**src/rtl/fp_align_if.sv**
```systemverilog
// Handshake and data bundle between the FP alignment stage and its neighbours.
// slave = the alignment stage itself, master = whoever feeds and drains it.
interface fp_align_if;
   logic        inValid;
   logic        inReady;
   logic [31:0] A;
   logic [31:0] B;
   logic        outValid;
   logic        outReady;
   logic [7:0]  exponentOut;
   logic [23:0] mantissaLarge;
   logic [23:0] mantissaSmall;
   logic        signLarge;
   logic        signSmall;
   logic        guardBit;
   logic        roundBit;
   logic        stickyBit;
   logic        swapped;
   logic        isNaN;
   logic        isInf;

   modport slave (
      input  inValid, A, B, outReady,
      output inReady, outValid, exponentOut, mantissaLarge, mantissaSmall,
             signLarge, signSmall, guardBit, roundBit, stickyBit, swapped, isNaN, isInf
   );

   modport master (
      output inValid, A, B, outReady,
      input  inReady, outValid, exponentOut, mantissaLarge, mantissaSmall,
             signLarge, signSmall, guardBit, roundBit, stickyBit, swapped, isNaN, isInf
   );
endinterface

```
**src/rtl/fp_align.sv**
```systemverilog
// Single-precision FP adder pre-add alignment: unpack, order by magnitude, multi-cycle right shift with G/R/S.
// Define FPALIGN_SUBNORMAL_EN to keep subnormals; otherwise exp==0 operands flush to signed zero.
module fp_align #(
   parameter int SHIFT_STEP = 1
) (
   input  logic      clock,
   input  logic      reset,
   fp_align_if.slave bus
);
   typedef enum logic [1:0] {IDLE, SHIFT, DONE} stateType;

   stateType    state, nextState;

   logic [7:0]  expA, expB, effExpA, effExpB, effExpL, effExpS, diff;
   logic [23:0] mantA, mantB, mantL, mantS;
   logic        bLarger, anyMaxExp, nanIn, infIn;

   logic [7:0]  exponentR, nextExponent;
   logic [23:0] mantLR, nextMantL;
   logic [25:0] alignR, nextAlign;
   logic        stickyR, nextSticky;
   logic        signLR, nextSignL, signSR, nextSignS;
   logic        swappedR, nextSwapped, nanR, nextNan, infR, nextInf;
   logic [7:0]  remainR, nextRemain;

   logic [4:0]  shiftAmt;
   logic [25:0] lostMask;

   assign expA = bus.A[30:23];
   assign expB = bus.B[30:23];

`ifdef FPALIGN_SUBNORMAL_EN
   assign effExpA = (expA == 8'd0) ? 8'd1 : expA;
   assign effExpB = (expB == 8'd0) ? 8'd1 : expB;
   assign mantA   = {expA != 8'd0, bus.A[22:0]};
   assign mantB   = {expB != 8'd0, bus.B[22:0]};
`else
   assign effExpA = expA;
   assign effExpB = expB;
   assign mantA   = (expA == 8'd0) ? 24'd0 : {1'b1, bus.A[22:0]};
   assign mantB   = (expB == 8'd0) ? 24'd0 : {1'b1, bus.B[22:0]};
`endif

   // Ordering uses the raw magnitude fields so a tie always keeps A as the larger operand.
   assign bLarger   = bus.B[30:0] > bus.A[30:0];
   assign effExpL   = bLarger ? effExpB : effExpA;
   assign effExpS   = bLarger ? effExpA : effExpB;
   assign mantL     = bLarger ? mantB : mantA;
   assign mantS     = bLarger ? mantA : mantB;
   assign diff      = effExpL - effExpS;
   assign anyMaxExp = (expA == 8'hFF) || (expB == 8'hFF);
   assign nanIn     = ((expA == 8'hFF) && (bus.A[22:0] != 23'd0)) ||
                      ((expB == 8'hFF) && (bus.B[22:0] != 23'd0));
   assign infIn     = anyMaxExp && !nanIn;

   // alignR holds {mantissaSmall, guard, round}; bits falling off the bottom feed sticky.
   assign shiftAmt = (remainR < 8'(SHIFT_STEP)) ? remainR[4:0] : 5'(SHIFT_STEP);
   assign lostMask = (26'd1 << shiftAmt) - 26'd1;

   always_comb begin
      // NOTE: every next-value gets its hold default first, so no path leaves one unassigned (no latch).
      nextState    = state;
      nextExponent = exponentR;
      nextMantL    = mantLR;
      nextAlign    = alignR;
      nextSticky   = stickyR;
      nextSignL    = signLR;
      nextSignS    = signSR;
      nextSwapped  = swappedR;
      nextNan      = nanR;
      nextInf      = infR;
      nextRemain   = remainR;

      unique case (state)
         IDLE: begin
            if (bus.inValid) begin
               nextExponent = effExpL;
               nextMantL    = mantL;
               nextAlign    = {mantS, 2'b00};
               nextSticky   = 1'b0;
               nextSignL    = bLarger ? bus.B[31] : bus.A[31];
               nextSignS    = bLarger ? bus.A[31] : bus.B[31];
               nextSwapped  = bLarger;
               nextNan      = nanIn;
               nextInf      = infIn;
               nextRemain   = diff;
               if (anyMaxExp || (diff == 8'd0)) begin
                  nextState = DONE;
               end else if (diff >= 8'd26) begin
                  nextAlign  = '0;
                  nextSticky = |mantS;
                  nextRemain = 8'd0;
                  nextState  = DONE;
               end else begin
                  nextState = SHIFT;
               end
            end
         end
         SHIFT: begin
            nextAlign  = alignR >> shiftAmt;
            nextSticky = stickyR | (|(alignR & lostMask));
            nextRemain = remainR - 8'(shiftAmt);
            if (nextRemain == 8'd0) nextState = DONE;
         end
         DONE: begin
            if (bus.outReady) nextState = IDLE;
         end
         default: nextState = IDLE;
      endcase
   end

   always_ff @(posedge clock) begin
      // NOTE: non-blocking assignments so every register samples pre-edge values regardless of order.
      if (reset) begin
         state     <= IDLE;
         exponentR <= '0;
         mantLR    <= '0;
         alignR    <= '0;
         stickyR   <= 1'b0;
         signLR    <= 1'b0;
         signSR    <= 1'b0;
         swappedR  <= 1'b0;
         nanR      <= 1'b0;
         infR      <= 1'b0;
         remainR   <= '0;
      end else begin
         state     <= nextState;
         exponentR <= nextExponent;
         mantLR    <= nextMantL;
         alignR    <= nextAlign;
         stickyR   <= nextSticky;
         signLR    <= nextSignL;
         signSR    <= nextSignS;
         swappedR  <= nextSwapped;
         nanR      <= nextNan;
         infR      <= nextInf;
         remainR   <= nextRemain;
      end
   end

   assign bus.inReady       = (state == IDLE) && !reset;
   assign bus.outValid      = (state == DONE);
   assign bus.exponentOut   = exponentR;
   assign bus.mantissaLarge = mantLR;
   assign bus.mantissaSmall = alignR[25:2];
   assign bus.guardBit      = alignR[1];
   assign bus.roundBit      = alignR[0];
   assign bus.stickyBit     = stickyR;
   assign bus.signLarge     = signLR;
   assign bus.signSmall     = signSR;
   assign bus.swapped       = swappedR;
   assign bus.isNaN         = nanR;
   assign bus.isInf         = infR;
endmodule

```
**src/flat_wrapper.sv**
```systemverilog
// flat-port wrapper written by rule: the top's interface ports become plain ports
module fp_align_flat 
#(
   parameter int SHIFT_STEP = 1
)
  (clock, reset, bus_inValid, bus_A, bus_B, bus_outReady, bus_inReady, bus_outValid, bus_exponentOut, bus_mantissaLarge, bus_mantissaSmall, bus_signLarge, bus_signSmall, bus_guardBit, bus_roundBit, bus_stickyBit, bus_swapped, bus_isNaN, bus_isInf);
  fp_align_if bus_i ();
  input  logic clock;
  input  logic reset;
  input wire logic [$bits(bus_i.inValid)-1:0] bus_inValid;
  input wire logic [$bits(bus_i.A)-1:0] bus_A;
  input wire logic [$bits(bus_i.B)-1:0] bus_B;
  input wire logic [$bits(bus_i.outReady)-1:0] bus_outReady;
  output wire logic [$bits(bus_i.inReady)-1:0] bus_inReady;
  output wire logic [$bits(bus_i.outValid)-1:0] bus_outValid;
  output wire logic [$bits(bus_i.exponentOut)-1:0] bus_exponentOut;
  output wire logic [$bits(bus_i.mantissaLarge)-1:0] bus_mantissaLarge;
  output wire logic [$bits(bus_i.mantissaSmall)-1:0] bus_mantissaSmall;
  output wire logic [$bits(bus_i.signLarge)-1:0] bus_signLarge;
  output wire logic [$bits(bus_i.signSmall)-1:0] bus_signSmall;
  output wire logic [$bits(bus_i.guardBit)-1:0] bus_guardBit;
  output wire logic [$bits(bus_i.roundBit)-1:0] bus_roundBit;
  output wire logic [$bits(bus_i.stickyBit)-1:0] bus_stickyBit;
  output wire logic [$bits(bus_i.swapped)-1:0] bus_swapped;
  output wire logic [$bits(bus_i.isNaN)-1:0] bus_isNaN;
  output wire logic [$bits(bus_i.isInf)-1:0] bus_isInf;
  assign bus_i.inValid = bus_inValid;
  assign bus_i.A = bus_A;
  assign bus_i.B = bus_B;
  assign bus_i.outReady = bus_outReady;
  assign bus_inReady = bus_i.inReady;
  assign bus_outValid = bus_i.outValid;
  assign bus_exponentOut = bus_i.exponentOut;
  assign bus_mantissaLarge = bus_i.mantissaLarge;
  assign bus_mantissaSmall = bus_i.mantissaSmall;
  assign bus_signLarge = bus_i.signLarge;
  assign bus_signSmall = bus_i.signSmall;
  assign bus_guardBit = bus_i.guardBit;
  assign bus_roundBit = bus_i.roundBit;
  assign bus_stickyBit = bus_i.stickyBit;
  assign bus_swapped = bus_i.swapped;
  assign bus_isNaN = bus_i.isNaN;
  assign bus_isInf = bus_i.isInf;
  fp_align #(.SHIFT_STEP(SHIFT_STEP)) u_core (.clock(clock), .reset(reset), .bus(bus_i));
endmodule
```
**config.mk**
```make
export PLATFORM = sky130hd
export DESIGN_NAME = fp_align_flat
export DESIGN_NICKNAME = d
export VERILOG_FILES = /design/src/rtl/fp_align_if.sv /design/src/rtl/fp_align.sv /design/src/flat_wrapper.sv
export SDC_FILE = /design/constraint.sdc
export NUM_CORES = 1
export LEC_CHECK = 0
export ABC_AREA = 1
export BUFFER_PORTS_ARGS = -buffer_cell sky130_fd_sc_hd__buf_2
export CAP_MARGIN = 20
export CORE_AREA = 2 2 113 115
export CTS_CLUSTER_DIAMETER = 30
export DETAILED_ROUTE_END_ITERATION = 10
export DIE_AREA = 0 0 115 117
export PLACE_DENSITY = 0.73
export SLEW_MARGIN = 20
export SYNTH_ARGS = -nofsm -noshare
export SYNTH_HDL_FRONTEND = slang
export SYNTH_SLANG_ARGS = --single-unit
```
**constraint.sdc**
```tcl
create_clock -name clock -period 4.2 [get_ports clock]
set_clock_uncertainty 0.2 [all_clocks]
set_input_delay 0.42 -clock clock [delete_from_list [all_inputs] [get_ports clock]]
set_output_delay 0.42 -clock clock [all_outputs]
set_load 0.02 [all_outputs]
```
==> results.json, run 1 <==
{
  "outcome": "finished clean",
  "effective_utilization_at_floorplan": 0.486,
  "maxCapViolations": 0,
  "cp.buffers_inverters": 6,
  "drc_errors": 0,
  "layout_common_cells": "234 x nand2_1, 158 x inv_1, 133 x buf_2",
  "syn_area_sq_mm": 0.00598,
  "grt_antenna_before_repair": 0,
  "clock_latency_late_sink_ns": 0.35,
  "fin_nets": 1210,
  "postLayoutCoreUtil": 0.571,
  "xor_xnor_share_of_the_synthesized_area": 0.00440,
  "timing.final.crit_share": 0.847,
  "hold_ws_ns": 0.141,
  "worst_ep_required_ns": 4.28,
  "fin_area_sq_mm": 0.00704,
  "final_layout_size_suffix_gt1_frac": 0.173,
  "layout.cells.most_common": "nand2_1",
  "dr_total_vias": 6926,
  "hold_violations": 0,
  "yosys-top-cells-area": "dfxtp_1 25%, nand2_1 15%, inv_1 10%",
  "ios": 134,
  "timing.hold.worst.class": "primary input to flop",
  "worst_path_slowest_cell": "ha_1",
  "setup_total_negative_slack_ns": 0,
  "routed_wl_mm": 18.7,
  "synth-seq-cells": 74,
  "adder_cell_share_of_the_synthesized_area": 0.0712,
  "p_total_mw": 4.31,
  "worst-slew-pin-transition_ns": 0.800,
  "cp_data_arrival_time_ns": 3.64,
  "cts_tree": "built",
  "rr_startpoint": "u_core.remainR[1]$_SDFFE_PP0P_",
  "place_ws_ns": 0.392,
  "rsz0062_at_grt": "no",
  "chipHeight_microns": 117,
  "critPathMostFrequentCell": "nand2_1",
  "min-delay-start": "bus_A[31]",
  "async_reset_ff_frac": 0,
  "estimated_wirelength_of_the_detail_placed_design_mm": 13.7,
  "synthesis.instances": 1003,
  "globalRouteOverflowTotal": 0,
  "worst_setup_hold_path_clk_slew_ns": 0.06,
  "worst_ir_drop_vdd_mv": 0.459,
  "wl_per_cell_microns": 14.8,
  "grt_start_max_net_pins": 64,
  "largest_family_of_logic_cells_by_synthesized_area": "simple AND/OR/NAND/NOR gates",
  "pwr_density_cell_mw_per_mm2": 613,
  "htree_num_levels": 3,
  "synth.yosys.seq_area_share": 0.248,
  "synth-simple-area-share": 0.321,
  "syn_area_per_cell_sq_um": 5.96,
  "synth.top_cell.area_share": 0.248,
  "root_buffer": "clkbuf_16",
  "post_syn_nets": 1105,
  "yosys.cell_types.count": 37,
  "ys_warn_count": 0,
  "post_cts_resized": 0,
  "path_class": "primary input to flop",
  "antenna_violating_nets_post_route": 0,
  "fillers": 1286,
  "post_synth_mux_area_share": 0,
  "timing.critical_path.from": "bus_A[26]",
  "crit_path_end_kind": "flop",
  "cp_cell_sequence": "buf_2 > inv_1 > ha_1 > nand2_1 > nor2_2 > nand4_1 > nor2_1 > nand4_2 > nand2_2 > buf_4 > inv_2 > nand3_1 > nand2_1 > clkinv_1 > nand2_1 > a21oi_1 > nand3b_1 > nand2_1 > nand3_2 > nand3_2 > buf_12 > nand2_1 > a21oi_1",
  "fmaxAchievable_mhz": 281,
  "grt_pass1_vias": 6310,
  "number_of_buffers_created_by_cts": 9,
  "gr-usage-all-layers": 0.282,
  "vias_per_cell": 5.48,
  "synth_compound_gate_area_share": 0.215,
  "final_critical_path_setup_slack_ns": 0.641,
  "cp-start-kind": "primary input",
  "floorplan.core_area_sq_mm": 0.0123,
  "finalSetupViolations": 0,
  "die_width_microns": 115,
  "power_leakage_nw": 3.78,
  "wire_length_of_the_first_global_routing_pass_mm": 30.1,
  "worst_path_largest_cell_delay_ns": 0.42,
  "cts_hold_buf": 0,
  "place_inst": 1247,
  "insertedDiodeCount": 0,
  "min_period_ns": 3.56,
  "design.die.area_sq_mm": 0.0135,
  "final_max_slew_viol_count": 0,
  "synth_edf_count": 0,
  "area.growth.synth_to_final_pct": 17.7,
  "post_cts.repair.setup_buffers": 0,
  "cts.path.max_buffers": 2,
  "instances_no_fill": 1263,
  "starting_drt_drc_count": 527,
  "yosys_most_used_dff": "dfxtp_1",
  "path_delay_family": "simple AND/OR/NAND/NOR gates",
  "max_slew_margin": 0.466,
  "number_of_clock_sinks": 74,
  "synth_area_leader_cell": "dfxtp_1",
  "rows": 41,
  "placedInstanceArea_sq_mm": 0.00671,
  "gpl.final_weighted_congestion": 0.946,
  "drt_pass_1_iters": 5,
  "critPathMaxFanout": 29,
  "buffer_ports.inserted": 133
}
[layout make-up]
class | instances | area [sq um] | area share
clock buffers | 12 | 246 | 0.0350
clock inverters | 4 | 75.1 | 0.0107
inverters | 168 | 631 | 0.0896
multi-input cells | 712 | 3660 | 0.520
flip-flops and latches | 74 | 1480 | 0.211
well taps | 150 | 188 | 0.0267
repair buffers | 143 | 753 | 0.107
[worst paths after layout]
path | end | slack (ns) | cells past startpoint
max | u_core.alignR[18]$_SDFFE_PP0P_ | 0.64 | 23
min | u_core.bus.signSmall$_SDFFE_PP0P_ | 0.14 | 3
max reg2reg | u_core.state[1]$_SDFFE_PP0P_ | 1.28 | 14
min reg2reg | u_core.bus.exponentOut[4]$_SDFFE_PP0P_ | 0.27 | 2
[registers in the layout, indices dropped and copies added (netlist names)]
name and cells:
u_core.alignR 26, u_core.bus.mantissaLarge 24, u_core.bus.exponentOut 8, u_core.remainR 8, u_core.state 2, u_core.bus.isInf 1, u_core.bus.isNaN 1, u_core.bus.signLarge 1
u_core.bus.signSmall 1, u_core.bus.stickyBit 1, u_core.bus.swapped 1
[power by group]
group,leakage (nW),internal [mW],total (mW),switching (mW)
registers,0.610,0.936,1.13,0.193
logic,3.02,0.738,2.33,1.59
clock network,0.149,0.537,0.855,0.318
[worst min-delay path, cell delays in order]
cell and delay, ns:
buf_2 0.11, nand2_1 0.05, a31oi_1 0.06
[metal layers]
metal,global-route usage,share of wire,vias up
met5,0,0,-
met4,0.141,0.040,0
met3,0.0396,0.057,43
met2,0.486,0.47,242
met1,0.345,0.43,3159
li1,-,-,3482
[cells in the mapped netlist (all sizes together), types with 3 or more instances]
| master | instances |
|---|---|
| nand2 | 240 |
| a21oi | 92 |
| o22ai | 3 |
| o211ai | 30 |
| nand4 | 18 |
| nand3 | 66 |
| a22oi | 3 |
| a31oi | 4 |
| nor2 | 104 |
| dfxtp | 74 |
| nor4 | 16 |
| o21ai | 86 |
| ha | 34 |
| buf | 11 |
| inv | 166 |
| clkbuf | 38 |
[cell families after synthesis]
| kind of cell | after synthesis |
|---|---|
| AND/OR/NAND/NOR | 449 |
| AO/OA/AOI/OAI | 226 |
| buffers and inverters | 217 |
| flip-flops | 74 |
| adder cells (fa/ha/maj) | 34 |
| XOR/XNOR | 3 |
No activity file was read; power rests on OpenSTA's default activity.
==> run 2, diff against run 1 <==
--- a/config.mk
+++ b/config.mk
@@ -12,7 +12,7 @@
 export CTS_CLUSTER_DIAMETER = 30
 export DETAILED_ROUTE_END_ITERATION = 10
 export DIE_AREA = 0 0 115 117
-export PLACE_DENSITY = 0.73
+export PLACE_DENSITY = 0.76
 export SLEW_MARGIN = 20
 export SYNTH_ARGS = -nofsm -noshare
 export SYNTH_HDL_FRONTEND = slang
==> constraint.sdc (replaced) <==
create_clock -name clock -period 3.1 [get_ports clock]
set_clock_uncertainty 0.2 [all_clocks]
set_input_delay 0.31 -clock clock [delete_from_list [all_inputs] [get_ports clock]]
set_output_delay 0.31 -clock clock [all_outputs]
set_load 0.02 [all_outputs]
==> run 2 against run 1 <==
- routed wire length rose by 14%
- sequential cell count stayed put
- sequential share of layout area shrank 3.6 points
- setup slack worse by 0.60 ns
- clock-buffer cell count unchanged
- via count up 8.9%
- non-clock buffer count is 113 higher
- sequential power is 35% higher
- register-to-register slack got worse by 0.90 ns
- critical endpoint is now u_core.alignR[19]$_SDFFE_PP0P_
- combinational power is 52% higher
- total power is 46% higher
- global-route usage up 2.0 points
==> results.json, run 2 (synthesis results as in run 1) <==
{
  "outcome": "finished clean",
  "effective_utilization_at_floorplan": 0.486,
  "min_period_ns": 3.05,
  "layout_common_cells": "202 x nand2_1, 146 x inv_1, 132 x buf_2",
  "finalSetupViolations": 0,
  "grt_start_max_net_pins": 64,
  "rows": 41,
  "timing.hold.worst_endpoint": "u_core.bus.signLarge$_SDFFE_PP0P_",
  "hold_violations": 0,
  "cts.path.max_buffers": 2,
  "timing.final.crit_share": 0.985,
  "min_path_cells": 3,
  "wire_length_of_the_first_global_routing_pass_mm": 32.3,
  "drc_errors": 0,
  "globalRouteOverflowTotal": 0,
  "switching_share": 0.474,
  "die_width_microns": 115,
  "placedInstanceArea_sq_mm": 0.00750,
  "floorplan.core_area_sq_mm": 0.0123,
  "ios": 134,
  "path_class": "primary input to flop",
  "dr_total_vias": 7545,
  "insertedDiodeCount": 0,
  "starting_drt_drc_count": 806,
  "vias_per_cell": 5.48,
  "reg2reg_depth": 13,
  "crit_path_end_kind": "flop",
  "maxCapViolations": 0,
  "grt_pass1_vias": 6771,
  "registers.top_by_ff_count": "u_core.alignR",
  "max_slew_margin": 0.523,
  "sequentialPowerShare": 0.243,
  "layout.cells.most_common": "nand2_1",
  "root_buffer": "clkbuf_16",
  "final_max_slew_viol_count": 0,
  "worst-slew-pin-transition_ns": 0.715,
  "cts_hold_buf": 0,
  "buffer_ports.inserted": 133,
  "chipHeight_microns": 117,
  "pwr_density_cell_mw_per_mm2": 743,
  "rr_startpoint": "u_core.remainR[1]$_SDFFE_PP0P_",
  "gr-usage-all-layers": 0.301,
  "routed_wl_mm": 21.4,
  "cp-start-kind": "primary input",
  "number_of_buffers_created_by_cts": 9,
  "worst_ep_required_ns": 3.19,
  "gpl.final_weighted_congestion": 0.964,
  "postLayoutCoreUtil": 0.690,
  "fin_area_sq_mm": 0.00850,
  "worst_ir_drop_vdd_mv": 0.741,
  "grt_util_met1": 0.383,
  "fin_nets": 1323,
  "gr-usage-met3": 0.0474,
  "cp_data_arrival_time_ns": 3.14,
  "antenna_violating_nets_post_route": 0,
  "grt_antenna_before_repair": 0,
  "clock_latency_late_sink_ns": 0.35,
  "sw_power_mw": 2.99,
  "min-delay-start": "bus_B[31]",
  "design.die.area_sq_mm": 0.0135,
  "comb_power_share": 0.561,
  "p_clk_frac": 0.197,
  "timing.hold.worst.class": "primary input to flop",
  "area.growth.synth_to_final_pct": 42.2,
  "final_layout_size_suffix_gt1_frac": 0.324,
  "estimated_wirelength_of_the_detail_placed_design_mm": 14.7,
  "drt_pass_1_iters": 5,
  "place_inst": 1352,
  "power_leakage_nw": 4.40,
  "wl_per_cell_microns": 15.5,
  "fillers": 1036,
  "r2r_slack_ns": 0.38,
  "instances_no_fill": 1376,
  "cts_tree": "built",
  "intPower_mw": 3.32,
  "r2r_end": "u_core.state[1]$_SDFFE_PP0P_",
  "number_of_clock_sinks": 74,
  "htree_num_levels": 3,
  "fmaxAchievable_mhz": 327,
  "largest_register_ffs": 26,
  "met2_usage": 0.505,
  "worst_setup_hold_path_clk_slew_ns": 0.06,
  "critPathMaxFanout": 11,
  "global_route.peak_usage_layer": "met2"
}
[run 2: power by group through the flow]
stage / clock network [mW] / registers (mW) / logic [mW]
after floorplan: 0 / 1.81 / 1.95
after global placement: 0 / 1.54 / 3.24
after detailed placement: 0 / 1.54 / 3.29
after CTS: 1.25 / 1.53 / 3.31
after global routing: 1.30 / 1.57 / 3.94
final: 1.24 / 1.53 / 3.54
[run 2: metrics by stage]
step / TNS, ns / setup slack (ns) / total power, mW / hold slack (ns)
finish: 0 / 0.0464 / 6.31 / 0.0347
global route: -2.48 / -0.110 / 6.81 / 0.0591
global placement: -6.11 / -0.202 / 4.78 / 0.257
floorplan: 0 / 0.0483 / 3.76 / 0.262
detailed placement: -8.10 / -0.275 / 4.83 / 0.258
CTS: 0 / 0.0439 / 6.09 / 0.0277
[run 2: routing by layer]
| metal | vias up | part of all wire |
|---|---|---|
| li1 | 3714 | - |
| met1 | 3442 | 0.42 |
| met2 | 325 | 0.47 |
| met3 | 64 | 0.067 |
| met4 | 0 | 0.043 |
| met5 | - | 0 |
[run 2: layout make-up]
class | count | area, sq um | share of cell area
Sequential cell | 74 | 1480 | 0.174
Clock inverter | 4 | 98.8 | 0.0116
Tap cell | 150 | 188 | 0.0221
Clock buffer | 12 | 246 | 0.0290
Multi-Input combinational cell | 712 | 4210 | 0.495
Timing Repair Buffer | 256 | 1640 | 0.193
Inverter | 168 | 633 | 0.0745
[run 2: worst max path at each step]
stage	depth (start not counted)	slack [ns]	startpoint	to
after floorplan	23	0.05	bus_A[26]	u_core.remainR[2]$_SDFFE_PP0P_
after global placement	25	-0.20	bus_A[26]	u_core.alignR[24]$_SDFFE_PP0P_
after detailed placement	24	-0.27	bus_A[14]	u_core.alignR[23]$_SDFFE_PP0P_
after CTS	24	0.04	bus_A[14]	u_core.alignR[23]$_SDFFE_PP0P_
after global routing	26	-0.11	bus_A[29]	u_core.alignR[23]$_SDFFE_PP0P_
final	26	0.05	bus_A[29]	u_core.alignR[19]$_SDFFE_PP0P_
[run 2: what timing repair did]
action                                  in CTS  in global routing
endpoints found under the setup margin       0                 34
buffers inserted                             0                  6
resized for setup                            0                118
[run 2: critical path, stage by stage]
cell     delay [ns]
buf_2          0.10
inv_1          0.07
ha_4           0.30
nand2_2        0.07
buf_4          0.13
a21oi_1        0.18
nor2_1         0.08
nand2_1        0.09
a21oi_2        0.04
nand2_2        0.12
nand2_4        0.09
buf_6          0.15
nand2_4        0.08
nand2_4        0.07
nand2_4        0.10
nand2_4        0.07
nand2_1        0.08
nand3_1        0.08
nand2_1        0.07
nand2_2        0.08
nor2_4         0.15
nand3_4        0.10
nand3_4        0.15
buf_12         0.15
nand2_1        0.08
a21oi_2        0.13
==> run 3, diff against run 2 <==
--- a/config.mk
+++ b/config.mk
@@ -13,6 +13,7 @@
 export DETAILED_ROUTE_END_ITERATION = 10
 export DIE_AREA = 0 0 115 117
 export PLACE_DENSITY = 0.76
+export SETUP_SLACK_MARGIN = 0.3
 export SLEW_MARGIN = 20
 export SYNTH_ARGS = -nofsm -noshare
 export SYNTH_HDL_FRONTEND = slang
==> run 3 against run 2 <==
- sequential share of layout area down 0.59 points
- clock power down 5%
- total power up 1.6%
- maximum frequency up 0.34%
- register-to-register slack about the same
- non-clock buffer count up 19
- combinational power up 5%
- setup slack better by 0.010 ns
- sequential cell count unchanged
- critical path depth down 2
- worst hold slack worse by 0.0088 ns
- global-route usage up 1.6 points
==> results.json, run 3 (synthesis results as in run 1) <==
{
  "timing.hold.worst.class": "primary input to flop",
  "insertedDiodeCount": 0,
  "grt_start_max_net_pins": 64,
  "grt_antenna_before_repair": 0,
  "worst_ir_drop_vdd_mv": 0.621,
  "layout_common_cells": "197 x nand2_1, 139 x inv_1, 131 x buf_4",
  "final_layout_size_suffix_gt1_frac": 0.351,
  "gpl.final_weighted_congestion": 0.980,
  "grt_pass1_vias": 7191,
  "final_max_slew_viol_count": 0,
  "max_slew_margin": 0.542,
  "design.die.area_sq_mm": 0.0135,
  "critPathMostFrequentCell": "nand2_2",
  "vias_per_cell": 5.57,
  "cp_data_arrival_time_ns": 3.13,
  "placedInstanceArea_sq_mm": 0.00765,
  "fillers": 965,
  "timing.final.crit_share": 0.982,
  "rr_startpoint": "u_core.remainR[3]$_SDFFE_PP0P_",
  "cp-start-kind": "primary input",
  "estimated_wirelength_of_the_detail_placed_design_mm": 14.7,
  "layout.cells.most_common": "nand2_1",
  "finalSetupViolations": 0,
  "wire_length_of_the_first_global_routing_pass_mm": 33.8,
  "cp_cell_sequence": "buf_2 > inv_2 > ha_4 > nand2_1 > nor2_2 > and3_1 > a21oi_2 > nand2_2 > nand2_4 > buf_12 > nand2_1 > nand2_2 > nand3_1 > nand2_2 > nand2_2 > nand3_2 > nand2_2 > nand2_2 > nor2_4 > nand3_2 > nand3_4 > buf_12 > nand2_1 > a21oi_2",
  "worst_path_slowest_cell": "ha_4",
  "rsz0062_at_grt": "yes",
  "globalRouteOverflowTotal": 0,
  "sequential_cell_area_sq_mm": 0.00148,
  "worst_ep_required_ns": 3.19,
  "rows": 41,
  "wl_per_cell_microns": 15.9,
  "htree_num_levels": 3,
  "multi_input_area_sq_mm": 0.00427,
  "largest_register_ffs": 26,
  "die_width_microns": 115,
  "dr_total_vias": 7768,
  "fin_nets": 1342,
  "fmaxAchievable_mhz": 329,
  "drc_errors": 0,
  "worst_setup_hold_path_clk_slew_ns": 0.06,
  "buffer_ports.inserted": 133,
  "power_leakage_nw": 4.52,
  "gr-usage-all-layers": 0.317,
  "worst_path_largest_cell_delay_ns": 0.28,
  "worst-slew-pin-transition_ns": 0.687,
  "min_period_ns": 3.04,
  "outcome": "finished clean",
  "crit_path_end_kind": "flop",
  "effective_utilization_at_floorplan": 0.486,
  "antenna_violating_nets_post_route": 0,
  "number_of_buffers_created_by_cts": 9,
  "cts.path.max_buffers": 2,
  "starting_drt_drc_count": 785,
  "drt_pass_1_iters": 6,
  "registers.top_by_ff_count": "u_core.alignR",
  "floorplan.core_area_sq_mm": 0.0123,
  "ios": 134,
  "pwr_density_cell_mw_per_mm2": 729,
  "hold_violations": 0,
  "area.growth.synth_to_final_pct": 47.2,
  "maxCapViolations": 0,
  "critPathMaxFanout": 8,
  "root_buffer": "clkbuf_16",
  "hold_ws_ns": 0.0259,
  "cts_tree": "built",
  "clock_latency_late_sink_ns": 0.35,
  "min-delay-start": "bus_A[31]",
  "chipHeight_microns": 117,
  "path_class": "primary input to flop",
  "number_of_clock_sinks": 74,
  "routed_wl_mm": 22.1,
  "timing.critical_path.from": "bus_A[29]",
  "fin_area_sq_mm": 0.00880
}
run 3: changes by cell type in the layout (fill, tap and decap cells not counted), moves of 3 or more:
| cell | change |
|---|---|
| buf_4 | +15 |
| a21oi_1 | -7 |
| buf_2 | -7 |
| inv_1 | -7 |
| a21oi_2 | +6 |
| buf_6 | +6 |
| inv_2 | +5 |
| nand2_1 | -5 |
| nand2_2 | +4 |
| buf_12 | +3 |
run 3: final cells by class:
class | count | area share
flip-flops and latches | 74 | 0.168
clock buffers | 11 | 0.0287
clock inverters | 4 | 0.00853
inverters | 168 | 0.0725
multi-input cells | 712 | 0.485
repair buffers | 275 | 0.215
well taps | 150 | 0.0213
run 3: repair_timing:
| action | 4_1_cts | 5_1_grt |
|---|---|---|
| setup endpoints to repair | 34 | 35 |
| pin swaps | 17 | 48 |
| gates cloned | 1 | 1 |
| hold buffers | 0 | 0 |
| resized for setup | 60 | 79 |
| buffers inserted | 24 | 1 |
run 3: worst paths after layout:
kind                                            endpoint  slack (ns)  cells after the start
setup / recovery          u_core.remainR[1]$_SDFFE_PP0P_        0.06                     24
hold / removal         u_core.bus.signSmall$_SDFFE_PP0P_        0.03                      3
setup reg to reg            u_core.state[1]$_SDFFE_PP0P_        0.37                     13
hold reg to reg   u_core.bus.exponentOut[3]$_SDFFE_PP0P_        0.26                      2
run 3: stage by stage:
| stage | setup TNS (ns) | setup WS [ns] | utilization | cells | power [mW] |
|---|---|---|---|---|---|
| 6_report | 0 | 0.0566 | 0.715 | 1394 | 6.42 |
| 3_3_place_gp | -5.49 | -0.187 | 0.622 | 1352 | 4.81 |
| 4_1_cts | 0 | 0.177 | 0.686 | 1392 | 6.18 |
| 2_1_floorplan | 0 | 0.175 | - | 1003 | 3.78 |
| 5_1_grt | -3.11 | -0.137 | 0.715 | 1394 | 6.92 |
| 3_5_place_dp | -8.07 | -0.275 | 0.622 | 1352 | 4.86 |
run 3: metal layers:
layer / track usage / part of all wire / vias to the layer above
li1: - / - / 3751
met1: 0.386 / 0.39 / 3547
met2: 0.548 / 0.49 / 394
met3: 0.0324 / 0.069 / 76
met4: 0.182 / 0.047 / 0
met5: 0 / 0 / -
run 3: critical path: cells and delay by family:
family | cells | cell delay [ns]
AO/OA/AOI/OAI | 2 | 0.19
adder cells (fa/ha/maj) | 1 | 0.28
buffers and inverters | 4 | 0.44
AND/OR/NAND/NOR | 17 | 1.88
run 3: power breakdown:
part           switching, mW  internal, mW  leakage [nW]  total, mW
logic                   2.39          1.31          3.75       3.70
registers              0.272          1.27         0.610       1.54
clock network          0.431         0.744         0.154       1.18
